`config.mk`:
```
export PLATFORM = sky130hd
export DESIGN_NAME = bkg_scroll_reader
export DESIGN_NICKNAME = d
export VERILOG_FILES = /design/src/rtl/bkg_scroll_reader.sv
export SDC_FILE = /design/constraint.sdc
export NUM_CORES = 1
export LEC_CHECK = 0
export ABC_CLOCK_PERIOD_IN_PS = 5600
export CORE_MARGIN = 10
export CORE_UTILIZATION = 48
export CTS_CLUSTER_SIZE = 24
export DETAILED_ROUTE_END_ITERATION = 6
export HOLD_SLACK_MARGIN = 0.08
export PLACE_DENSITY = 0.85
export SKIP_LAST_GASP = 1
export SLEW_MARGIN = 20
export SYNTH_ARGS = -nofsm -noshare
export SYNTH_HDL_FRONTEND = slang
export SYNTH_SLANG_ARGS = --single-unit
```
`constraint.sdc`:
```
create_clock -name Clk -period 5.6 [get_ports Clk]
set_input_delay 0.84 -clock Clk [delete_from_list [all_inputs] [get_ports Clk]]
set_output_delay 0.84 -clock Clk [all_outputs]
set_load 0.02 [all_outputs]
```
`src/rtl/bkg_scroll_reader.sv`:
```
// Background image read engine: pixel coordinates plus vertical scroll
// to a background RAM address, with a delay-aligned colour output.
module bkg_scroll_reader #(
    parameter int IMG_W      = 80,
    parameter int IMG_H      = 96,
    parameter int X_SHIFT    = 3,
    parameter int Y_SHIFT    = 2,
    parameter int SCROLL_MOD = 384
) (
    input  logic        Clk,
    input  logic        Reset,
    input  logic [9:0]  draw_x,
    input  logic [9:0]  draw_y,
    input  logic        pix_valid,
    input  logic        frame_start,
    input  logic        scroll_req,
    input  logic [8:0]  scroll_amt,
    output logic        scroll_ack,
    output logic [8:0]  scroll_y,
    output logic [12:0] rd_addr,
    input  logic [23:0] ram_data,
    output logic [7:0]  red,
    output logic [7:0]  green,
    output logic [7:0]  blue,
    output logic        out_valid
);

    localparam logic [10:0] MOD1 = 11'(SCROLL_MOD);
    localparam logic [10:0] MOD2 = 11'(2 * SCROLL_MOD);

    logic        pending;
    logic [8:0]  pend_amt;
    logic        v1;
    logic        v2;

    logic [10:0] yy;
    logic [8:0]  ym;
    logic [6:0]  row;
    logic [6:0]  col;
    logic [12:0] addr_nxt;

    logic [10:0] fs_sum;
    logic [10:0] pend_sum;
    logic [8:0]  scroll_nxt;
    logic [8:0]  pend_nxt;

    // Reduce a sum below 3*SCROLL_MOD into 0..SCROLL_MOD-1 with compares only.
    function automatic logic [8:0] mod_red(input logic [10:0] s);
        if (s >= MOD2)
            return 9'(s - MOD2);
        else if (s >= MOD1)
            return 9'(s - MOD1);
        else
            return 9'(s);
    endfunction

    // Address path: wrap the scrolled row, scale to texels, row*80 + col.
    always_comb begin
        yy       = 11'(draw_y) + 11'(scroll_y);
        ym       = mod_red(yy);
        row      = 7'(ym >> Y_SHIFT);
        col      = 7'(draw_x >> X_SHIFT);
        addr_nxt = 13'({row, 6'b0}) + 13'({row, 4'b0}) + 13'(col);
    end

    // Scroll arithmetic: the frame-start sum folds in a coincident request.
    always_comb begin
        fs_sum     = 11'(scroll_y) + 11'(pend_amt)
                   + (scroll_req ? 11'(scroll_amt) : 11'd0);
        pend_sum   = 11'(pend_amt) + 11'(scroll_amt);
        scroll_nxt = mod_red(fs_sum);
        pend_nxt   = mod_red(pend_sum);
    end

    // Stage 1 address register and the two-stage valid pipeline.
    always_ff @(posedge Clk or posedge Reset) begin
        if (Reset) begin
            rd_addr <= '0;
            v1      <= 1'b0;
            v2      <= 1'b0;
        end else begin
            rd_addr <= addr_nxt;
            v1      <= pix_valid;
            v2      <= v1;
        end
    end

    // Accumulate scroll requests; apply them only at frame start.
    always_ff @(posedge Clk or posedge Reset) begin
        if (Reset) begin
            scroll_y   <= '0;
            pending    <= 1'b0;
            pend_amt   <= '0;
            scroll_ack <= 1'b0;
        end else begin
            scroll_ack <= 1'b0;
            if (frame_start) begin
                if (pending || scroll_req) begin
                    scroll_y   <= scroll_nxt;
                    pending    <= 1'b0;
                    pend_amt   <= '0;
                    scroll_ack <= 1'b1;
                end
            end else if (scroll_req) begin
                pending  <= 1'b1;
                pend_amt <= pend_nxt;
            end
        end
    end

    assign out_valid          = v2;
    assign {red, green, blue} = v2 ? ram_data : 24'h0;

endmodule

```
After elaboration in Yosys (flattened, before gate mapping)
Index checks and enable logic that the tools add are counted.
Cells by class
  add/subtract/negate cells: 12
  order comparisons: 6
  equal/unequal tests: 1
  mux-type cells: 16
  reduce and logical (&&, ||, !) cells: 4
Operator list (count)
  9-bit 2-to-1 mux: 10
  9-bit subtractor, second input constant: 6
  24-bit 2-to-1 mux: 1
  10-bit by 9-bit adder with 11-bit output: 2
  11-bit by 10-bit >= comparator with 1-bit output, second input constant: 2
  11-bit by 9-bit >= comparator with 1-bit output, second input constant: 2
  9-bit by 9-bit adder with 10-bit output: 2
  13-bit by 11-bit adder with 13-bit output: 1
  13-bit by 7-bit adder with 13-bit output: 1
  10-bit >= comparator, second input constant: 1
  10-bit by 9-bit >= comparator with 1-bit output, second input constant: 1
  1-bit 2-to-1 mux: 5
  2-bit AND reduction: 2
  2-bit by 1-bit != test with 1-bit output, second input constant: 1
  2-bit nonzero test: 1
  1-bit logical OR: 1
Storage, ports and cells
  register bits: 35
  bits of input ports: 58
  word-level logic and storage cells: 46

Longest topological paths before layout
Gate-level depths: netlist of the first run.
  word-level depth: 6
  gate-level depth with buffers: 23

Worst setup path before layout of the first run
Ideal clock, no wire load.
  path kind: input to register
  start: input draw_y[0]
  end: register rd_addr[12]
  library setup time: 0.132 ns
  data arrival time: 5.249 ns
  data required time: 5.468 ns
  path slack: 0.220 ns
  stages: 23
  path buffers: 1
  path through: ha_1 inv_1 fa_1 nor2b_4 o31a_1 o211a_1 or3_1 buf_6 nand2_1 inv_1 ha_1 nor2b_1 o21ai_1 xnor2_1 ha_1 ha_1 nand3_1 o211ai_1 o41ai_1 inv_1 a2111o_1 o2111ai_2 nor3_2
Between the ends
  cells in the longest elaborated chain, start to end: 6
  elaborated cells between the ends (all ways): 9
  those cells by class: add/sub (5); order compare (2); mux (2)
Ends and longest elaborated chain
  start: declaration: line 13  | input logic [9:0] draw_y,
  10-bit by 9-bit adder with 11-bit output *: line 59  | yy = 11'(draw_y) + 11'(scroll_y);
  9-bit subtractor / 11-bit by 9-bit >= comparator with 1-bit output (equally long branches): line 52, 51
  9-bit 2-to-1 mux: line 51  | else if (s >= MOD1)
  9-bit 2-to-1 mux *: line 49  | if (s >= MOD2)
  13-bit by 11-bit adder with 13-bit output *: line 63  | addr_nxt = 13'({row, 6'b0}) + 13'({row, 4'b0}) + 13'(col);
  13-bit by 7-bit adder with 13-bit output *: line 63
  named net addr_nxt[12]: line 40  | logic [12:0] addr_nxt;
  end signal: assignment: line 82  | rd_addr <= addr_nxt;
  end: declaration: line 20  | output logic [12:0] rd_addr,
The timed path passes the listed nets; every way through them passes the cells marked *.
A chain may end at the register's enable or synchronous reset.

Worst setup path in the final report of the first run
Ends and elaborated chain as after synthesis.

==> results of run 1 <==
==> timing repair <==
action                                  CTS  global route
endpoints found under the setup margin    0             1
hold endpoints to repair                  0             0
buffers inserted                          0             2
hold buffers                              0             0
resized for setup                         0             2
==> worst max-delay path: stages <==
cell,delay [ns]
clkdlybuf4s50_1,0.40
ha_1,0.23
inv_1,0.08
fa_1,0.24
nor2b_4,0.05
o31a_1,0.27
o211a_1,0.27
or3_1,0.35
nand2_1,0.10
inv_1,0.05
ha_1,0.20
nor2b_1,0.13
o21ai_1,0.15
xnor2_1,0.18
ha_1,0.29
ha_1,0.37
nand3_1,0.10
o211ai_1,0.27
o41ai_2,0.11
buf_4,0.16
or3_1,0.32
o311ai_2,0.25
nor3_2,0.08
==> synthesized netlist by cell type (7+ instances only) <==
library cell / n
a21oi_1: 17
and2_1: 36
clkbuf_1: 9
dfrtp_1: 35
fa_1: 14
ha_1: 42
inv_1: 31
nand2_1: 21
nand3_1: 14
nor2_1: 25
nor3_1: 11
o21ai_0: 23
xnor2_1: 12
xor2_1: 7
==> area by class of cell <==
type | count | area (um2)
Clock buffer | 5 | 68.8
Clock inverter | 3 | 43.8
Fill cell | 547 | 2370
Inverter | 31 | 116
Multi-Input combinational cell | 318 | 2490
Sequential cell | 35 | 876
Tap cell | 99 | 124
Timing Repair Buffer | 111 | 1090
==> per-layer routing <==
layer	global-route usage	up-vias	wire (um)
met1	0.184	1526	3950
li1	-	1626	-
met5	0	-	0
met4	0.0435	0	128
met3	0.0359	10	424
met2	0.318	75	5210
==> sequential cells by signal, indices dropped and copies added (netlist names) <==
signal      flops
pend_amt        9
scroll_y        9
v1              1
out_valid       1
pending         1
scroll_ack      1
rd_addr        13
==> per-stage QoR <==
| step | TNS [ns] | hold slack (ns) | setup WS [ns] | instance area [um2] | utilization |
|---|---|---|---|---|---|
| floorplan | 0 | 0.331 | 0.220 | 3510 | - |
| global placement | 0 | 0.334 | 0.101 | 4660 | 0.650 |
| detailed placement | -0.0184 | 0.340 | -0.0184 | 4660 | 0.650 |
| CTS | 0 | 0.358 | 0.282 | 4770 | 0.665 |
| global route | -0.00848 | 0.361 | -0.00848 | 4800 | 0.670 |
| finish | 0 | 0.355 | 0.271 | 4800 | 0.670 |
==> logic make-up after synthesis <==
family / Yosys count
simple gates: 138
buf+inv: 42
flops: 35
xor+xnor: 20
mux: 5
fa+ha+maj: 56
compound gates: 99
==> final timing paths <==
path | endpoint | start | cells past startpoint
min | out_valid | v1 | 0
max reg2reg | rd_addr[12] | scroll_y[0] | 22
max | rd_addr[12] | draw_y[0] | 23
max in group asynchronous | scroll_ack | Reset | 3
min in group asynchronous | scroll_y[1] | Reset | 3
min reg2reg | out_valid | v1 | 0
==> power by group <==
part	total [mW]	internal (mW)	switching, mW
registers	0.460	0.372	0.0878
clock network	0.235	0.133	0.103
logic	2.78	1.29	1.48
==> out/results.tsv, run 1 <==
stage	metric	value	unit
clock_network	Skew-Pair Late Insertion Delay	0.30	ns
drt	final WL	9710	um
synthesis	Synth async-reset ratio	1.00	
status	outcome	finished clean	
floorplanning	# rows	31	
synthesis	Synth warnings	0	
critical_path	Critical Path RT	5.78	ns
pwr	leakage	2.16	nW
timing	Setup Viol. Count Final	0	
synthesis	mux share of post-synthesis cell area	0.0157	
synthesis	mean area per synthesized cell	8.89	um2
clock_network	CTS tree	built	
critical_path	R2R setup slack	0.80	ns
timing	f_max	0.188	GHz
pwr	pwr/cell area	722	nW/um2
synthesis	Synth area leaders	dfrtp_1 (25%), ha_1 (15%), fa_1 (8.0%), and2_1 (6.4%), inv_1 (3.3%)	
finish	# diodes	0	
critical_path	CP Capture Type	flip-flop	
placement	placed insts	592	
flow_run	Max-Cap Viols	0	
floorplanning	I/O Pins	106	
synthesis	Synth top area share	0.249	
floorplanning	DIE HEIGHT	106	um
worst_hold_path	Hold WC Path Type	reg -> reg	
synthesis	main combinational cell family by area after synthesis	adder cells	
drt	routed vias	3237	
synthesis	XOR/XNOR Fraction of Synth Area	0.0538	
clock_network	CTS buffer count	5	
pwr	VDD IR max	0.000422	V
critical_path	element type at the critical path start	input port	
synthesis	Post-Synth Adder-Cell Area	0.229	
floorplanning	Starting Density	0.490	
critical_path	crit path DAT	5.51	ns
floorplanning	die area	11100	um2
synthesis	Mapped Nets	509	
grt	gr usage total	0.168	
timing	Layout Skew	0.00826	ns
drt	DRC Markers	0	
clock_network	Clock Sink Count	35	
pwr	Total Power	3.47	mW
grt	GRT overflow	0	
finish	commonest non-fill, non-tap cell in the layout	clkdlybuf4s50_1	
synthesis	Top FF cell, synth	dfrtp_1	
floorplanning	Die X	106	um
synthesis	complex-gate fraction of the synthesized area	0.194	
clock_network	Worst-path clk slew	0.07	ns
synthesis	dominant cell type by area after synthesis	dfrtp_1	
clock_network	CTS root buffer	clkbuf_8	
finish	Area Overhead vs Synth	36.8	%
synthesis	Synth Register Bits	35	
drt	DR WL/cell	16.1	um
finish	fin cells	602	
synthesis	synth unique cells	61	
floorplanning	CORE AREA	7180	um2
synthesis	post-synthesis simple-gate area fraction	0.210	
synthesis	Post-synth EDFFs	0	
timing	Tcrit/Tclk final	0.952	
synthesis	Mapped Cells	395	
timing	final hold violation count	0	
timing	Rel. slew slack	0.627	
drt	DR vias/cell	5.38	
finish	most frequent cells in the layout	clkdlybuf4s50_1 (102), ha_1 (42), and2_1 (36)	
placement	routability cong.	0.898	
timing	worst-margin pin slew	0.559	ns
synthesis	synthesized cell area	3510	um2
drt	drt first pass iters	5	
timing	Tmin final	5.33	ns
placement	port buffer count	102	
clock_network	H-tree depth reported by CTS	2	
critical_path	Crit Path Max Fanout	6	
grt	number of global-route vias before repair	3202	
placement	dpl hpwl	8000	um
synthesis	Seq/Total Area, Yosys	0.249	
finish	NumNets Final	616	
timing	Slew Viols, Final	0	
clock_network	Clock Tree Buf Depth	2	
finish	layout cells sized above 1	0.0636	
drt	DRT antenna net count	0	
critical_path	Crit Path Class	in -> reg	
grt	initial antenna violation count	0	
grt	first-pass GRT wire length	15500	um
grt	largest net degree at the start of global routing	36	
drt	number of DRC violations after detailed-routing iteration 0	147	
Note: power is estimated with default switching activity, not from simulation.
==> run 2, diff against run 1 <==
GPL_TIMING_DRIVEN = 0   (was default)
==> out/results.tsv, run 2 (synthesis gave the netlist of run 1 again) <==
stage	metric	value	unit
critical_path	Crit-path slowest cell	clkdlybuf4s50_1	
worst_hold_path	Hold Path Cell Cnt	0	
finish	number of fillers in the final layout	570	
worst_hold_path	Hold WC Path Type	reg -> reg	
floorplanning	DIE HEIGHT	106	um
grt	largest net degree at the start of global routing	36	
critical_path	top cell family by delay on the critical path	compound AO/OA/AOI/OAI gates	
pwr	leakage	2.15	nW
drt	final WL	10100	um
placement	dpl hpwl	8110	um
finish	most frequent cells in the layout	clkdlybuf4s50_1 (102), ha_1 (38), and2_1 (36)	
drt	DR vias/cell	5.48	
grt	first-pass GRT wire length	16000	um
grt	number of global-route vias before repair	3299	
critical_path	Critical Path RT	5.77	ns
timing	final hold violation count	0	
critical_path	r2r endpoint	rd_addr[12]	
grt	gr usage total	0.173	
drt	routed vias	3316	
critical_path	buffers plus inverters on the worst setup path	5	
floorplanning	Starting Density	0.490	
drt	DR WL/cell	16.7	um
floorplanning	Die X	106	um
timing	TNS Setup	0	ns
critical_path	worst-path cell chain	clkdlybuf4s50_1 > ha_1 > inv_1 > fa_2 > nor2b_4 > o31a_1 > o211a_4 > or3_1 > buf_6 > nand2_2 > inv_1 > ha_2 > nor2b_1 > o21ai_2 > xnor2_2 > ha_4 > ha_4 > nand3_1 > o211ai_1 > o41ai_4 > buf_4 > or4_1 > o311ai_1 > nor3_2	
timing	Tmin final	5.49	ns
timing	f_max	0.182	GHz
drt	number of DRC violations after detailed-routing iteration 0	159	
finish	Largest register FFs	13	
pwr	VDD IR max	0.000451	V
grt	GRT overflow	0	
finish	Multi-input gate area	2560	um2
drt	DRC Markers	0	
clock_network	H-tree depth reported by CTS	2	
finish	NumNets Final	619	
grt	initial antenna violation count	0	
clock_network	Clock Sink Count	35	
clock_network	CTS buffer count	5	
clock_network	Worst-path clk slew	0.07	ns
status	outcome	finished clean	
floorplanning	# rows	31	
timing	Tcrit/Tclk final	0.980	
timing	Setup Viol. Count Final	0	
clock_network	Skew-Pair Late Insertion Delay	0.30	ns
clock_network	CTS root buffer	clkbuf_8	
timing	Slew Viols, Final	0	
finish	Top reg by flops	rd_addr	
floorplanning	I/O Pins	106	
floorplanning	die area	11100	um2
worst_hold_path	Worst Hold End	out_valid	
critical_path	path depth of the worst reg2reg path	23	
timing	Fin Hold WS	0.354	ns
critical_path	R2R setup slack	0.62	ns
critical_path	FF-to-FF Start	scroll_y[0]	
timing	Rel. slew slack	0.506	
finish	Area Overhead vs Synth	39.1	%
clock_network	Clock Tree Buf Depth	2	
pwr	pwr/cell area	780	nW/um2
worst_hold_path	hold_sp	v1	
finish	commonest non-fill, non-tap cell in the layout	clkdlybuf4s50_1	
clock_network	CTS tree	built	
critical_path	crit path DAT	5.66	ns
finish	# diodes	0	
flow_run	Max-Cap Viols	0	
timing	worst-margin pin slew	0.737	ns
drt	drt first pass iters	4	
timing	Layout Skew	0.0131	ns
critical_path	CP Capture Type	flip-flop	
finish	layout cells sized above 1	0.0692	
drt	DRT antenna net count	0	
floorplanning	CORE AREA	7180	um2
placement	port buffer count	102	
placement	routability cong.	0.881	
critical_path	CP max stage delay	0.40	ns
finish	Largest regs	rd_addr: 13 flops, pend_amt: 9 flops, scroll_y: 9 flops	
critical_path	element type at the critical path start	input port	
critical_path	Crit Path Class	in -> reg	
critical_path	Crit Path Max Fanout	7	
finish	Register Area	876	um2
## run 2: what timing repair did
item,in CTS,in global routing
pin swaps,3,4
setup buffers,1,0
endpoints found under the setup margin,1,1
hold buffers,0,0
resized for setup,7,6
gates cloned,0,0
## run 2: how the worst max path moves through the flow
| stage | from | endpoint | depth (start not counted) |
|---|---|---|---|
| after floorplan | draw_y[0] | rd_addr[12] | 23 |
| after global placement | draw_y[0] | rd_addr[12] | 24 |
| after detailed placement | draw_y[0] | rd_addr[12] | 23 |
| after CTS | draw_y[0] | rd_addr[12] | 24 |
| after global routing | draw_y[0] | rd_addr[12] | 24 |
| final | draw_y[0] | rd_addr[12] | 24 |
## run 2: report_power, final
part | internal (mW) | total [mW] | switching (mW)
Combinational | 1.44 | 3.07 | 1.63
Clock | 0.178 | 0.283 | 0.105
Sequential | 0.372 | 0.461 | 0.0887
## run 2: per-stage QoR
| step | worst slack (ns) | util | instance area, um2 | std cells | total power, mW |
|---|---|---|---|---|---|
| after detailed placement | -0.841 | 0.649 | 4660 | 596 | 3.12 |
| after global placement | -0.601 | 0.649 | 4660 | 596 | 2.98 |
| after global routing | -0.0930 | 0.681 | 4890 | 605 | 4.15 |
| final | 0.111 | 0.681 | 4890 | 605 | 3.81 |
| after floorplan | 0.220 | - | 3510 | 395 | 2.49 |
| after CTS | 0.0120 | 0.676 | 4850 | 605 | 3.64 |
## run 2: cell type report
type,count,share of cell area
buffer,11,0.00998
clock buffer,5,0.0141
clock inverter,3,0.0138
inverter,31,0.0238
multi-input combinational,318,0.523
sequential,35,0.179
tap,99,0.0253
timing repair buffer,103,0.210
## run 2: layer usage
metal  track usage  vias to the layer above  share of wire
met1         0.192                     1579           0.40
met5             0                        -              0
met3        0.0396                       15          0.048
met4        0.0522                        0          0.019
li1              -                     1631              -
met2         0.320                       91           0.53
## run 2: worst register-to-register path: cells and delay by family, from the launching register on
kind,cells,cell delay (ns)
and+or+nand+nor,7,1.20
buffers and inverters,4,0.45
DFF,1,0.43
AOI/OAI and AO/OA,6,1.33
xor gates and xnor gates,1,0.17
adders and majority gates,5,1.23
==> run 3, diff against run 2 <==
CORE_MARGIN = 2   (was 10)
PLACE_DENSITY = default   (was 0.85)
PLACE_DENSITY_LB_ADDON = 0.2   (was default)
==> out/results.tsv, run 3 (synthesis gave the netlist of run 1 again) <==
stage	metric	value	unit
floorplanning	I/O Pins	106	
finish	Largest regs	rd_addr: 13 flops, pend_amt: 9 flops, scroll_y: 9 flops	
placement	routability cong.	0.884	
drt	DRT antenna net count	0	
pwr	VDD IR max	0.000665	V
placement	port buffer count	102	
critical_path	Setup crit start	draw_y[0]	
floorplanning	die area	8020	um2
grt	largest net degree at the start of global routing	36	
status	outcome	finished clean	
flow_run	Max-Cap Viols	0	
clock_network	Clock Sink Count	35	
drt	DR WL/cell	15.3	um
critical_path	critical path depth	25	
grt	initial antenna violation count	0	
timing	Setup Viol. Count Final	0	
clock_network	CTS Hold Bufs	0	
finish	# diodes	0	
drt	routed vias	3324	
timing	f_max	0.183	GHz
critical_path	Critical Path RT	5.78	ns
floorplanning	Starting Density	0.490	
finish	Top reg by flops	rd_addr	
critical_path	FF-to-FF Start	scroll_y[0]	
grt	first-pass GRT wire length	14600	um
grt	most used routing layer	met2	
timing	Tcrit/Tclk final	0.977	
timing	Layout Skew	0.00806	ns
timing	Tmin final	5.47	ns
pwr	Total Power	3.61	mW
finish	commonest non-fill, non-tap cell in the layout	clkdlybuf4s50_1	
drt	number of DRC violations after detailed-routing iteration 0	118	
critical_path	crit path DAT	5.65	ns
grt	gr usage total	0.234	
worst_hold_path	Hold WC Path Type	reg -> reg	
clock_network	Skew-Pair Late Insertion Delay	0.30	ns
critical_path	top cell family by delay on the critical path	compound AO/OA/AOI/OAI gates	
clock_network	H-tree depth reported by CTS	2	
floorplanning	Die X	89.6	um
clock_network	CTS tree	built	
critical_path	CP max stage delay	0.42	ns
critical_path	r2r endpoint	rd_addr[12]	
finish	most frequent cells in the layout	clkdlybuf4s50_1 (102), ha_1 (39), and2_1 (36)	
finish	design area	4810	um2
floorplanning	DIE HEIGHT	89.6	um
floorplanning	# rows	31	
grt	GRT overflow	0	
drt	final WL	9280	um
critical_path	path depth of the worst reg2reg path	24	
clock_network	CTS root buffer	clkbuf_8	
critical_path	Crit Path Class	in -> reg	
floorplanning	CORE AREA	7180	um2
timing	final hold violation count	0	
finish	Largest register FFs	13	
critical_path	Crit-path slowest cell	clkdlybuf4s50_1	
placement	placed instance area	4660	um2
grt	met3 GRT Util	0.0434	
drt	DRC Markers	0	
clock_network	CTS buffer count	5	
worst_hold_path	Hold Path Cell Cnt	0	
finish	Area Overhead vs Synth	37.0	%
critical_path	CP endpoint	rd_addr[12]	
finish	Util after Layout	0.671	
grt	number of global-route vias before repair	3115	
critical_path	buffers plus inverters on the worst setup path	6	
clock_network	Clock Tree Buf Depth	2	
clock_network	Worst-path clk slew	0.08	ns
critical_path	Crit Path Max Fanout	7	
critical_path	R2R setup slack	0.66	ns
timing	worst-margin pin slew	0.790	ns
finish	NumNets Final	622	
timing	Slew Viols, Final	0	
pwr	leakage	2.13	nW
critical_path	CP Capture Type	flip-flop	
drt	DR vias/cell	5.47	
grt	GRT met2 Usage	0.418	
drt	drt first pass iters	4	
placement	dpl hpwl	7480	um
pwr	pwr/cell area	749	nW/um2
finish	layout cells sized above 1	0.0648	
finish	number of fillers in the final layout	596	
grt	met1 global-route usage	0.297	
critical_path	element type at the critical path start	input port	
timing	Rel. slew slack	0.470	
run 3: cell count changes in the layout (fill, tap and decap cells not counted), moves of 2 or more:
cell       before  now
clkbuf_1        9   11
bufinv_16       2    0
ha_4            3    1
buf_4           1    4
run 3: worst min-delay path by stage:
stage | from | end | slack, ns
after floorplan | v1 | out_valid | 0.33
after CTS | v1 | out_valid | 0.37
after global routing | v1 | out_valid | 0.37
final | v1 | out_valid | 0.36
after detailed placement | v1 | out_valid | 0.35
after global placement | v1 | out_valid | 0.34
run 3: worst register-to-register path: cells and delay by family (launching register included):
kind | cells | cell delay, ns
AO/OA/AOI/OAI | 7 | 1.62
XOR/XNOR | 1 | 0.20
adder cells (fa/ha/maj) | 5 | 1.26
buffers and inverters | 5 | 0.54
flip-flops | 1 | 0.43
AND/OR/NAND/NOR | 6 | 0.79
run 3: what timing repair did:
action / 4_1_cts / 5_1_grt
pin swaps: 1 / 7
endpoints found under the setup margin: 1 / 1
setup buffers: 1 / 3
gates resized for setup: 6 / 3
run 3: final cells by class:
| class | count | area [um2] | area share |
|---|---|---|---|
| Buffer | 11 | 48.8 | 0.0101 |
| Clock buffer | 7 | 76.3 | 0.0159 |
| Clock inverter | 1 | 5.00 | 0.00104 |
| Inverter | 31 | 116 | 0.0242 |
| Multi-Input combinational cell | 318 | 2520 | 0.523 |
| Sequential cell | 35 | 876 | 0.182 |
| Tap cell | 99 | 124 | 0.0257 |
| Timing Repair Buffer | 106 | 1050 | 0.218 |
run 3: power breakdown:
group          switching [mW]  internal, mW
logic                    1.57          1.39
registers              0.0894         0.372
clock network          0.0999        0.0875
total                    1.76          1.85
run 3: per-layer routing:
metal  vias up  wire [um]
li1       1639          -
met1      1566       3960
met2       112       4600
met3         7        632
met4         0         82
met5         -          0
run 3: through the flow:
step,hold WS [ns],worst slack [ns],cells,TNS [ns]
floorplan,0.331,0.220,395,0
global placement,0.339,-0.676,596,-0.676
detailed placement,0.355,-0.903,596,-0.903
CTS,0.365,0.0382,605,0
global route,0.365,-0.0190,608,-0.0190
finish,0.362,0.128,608,0
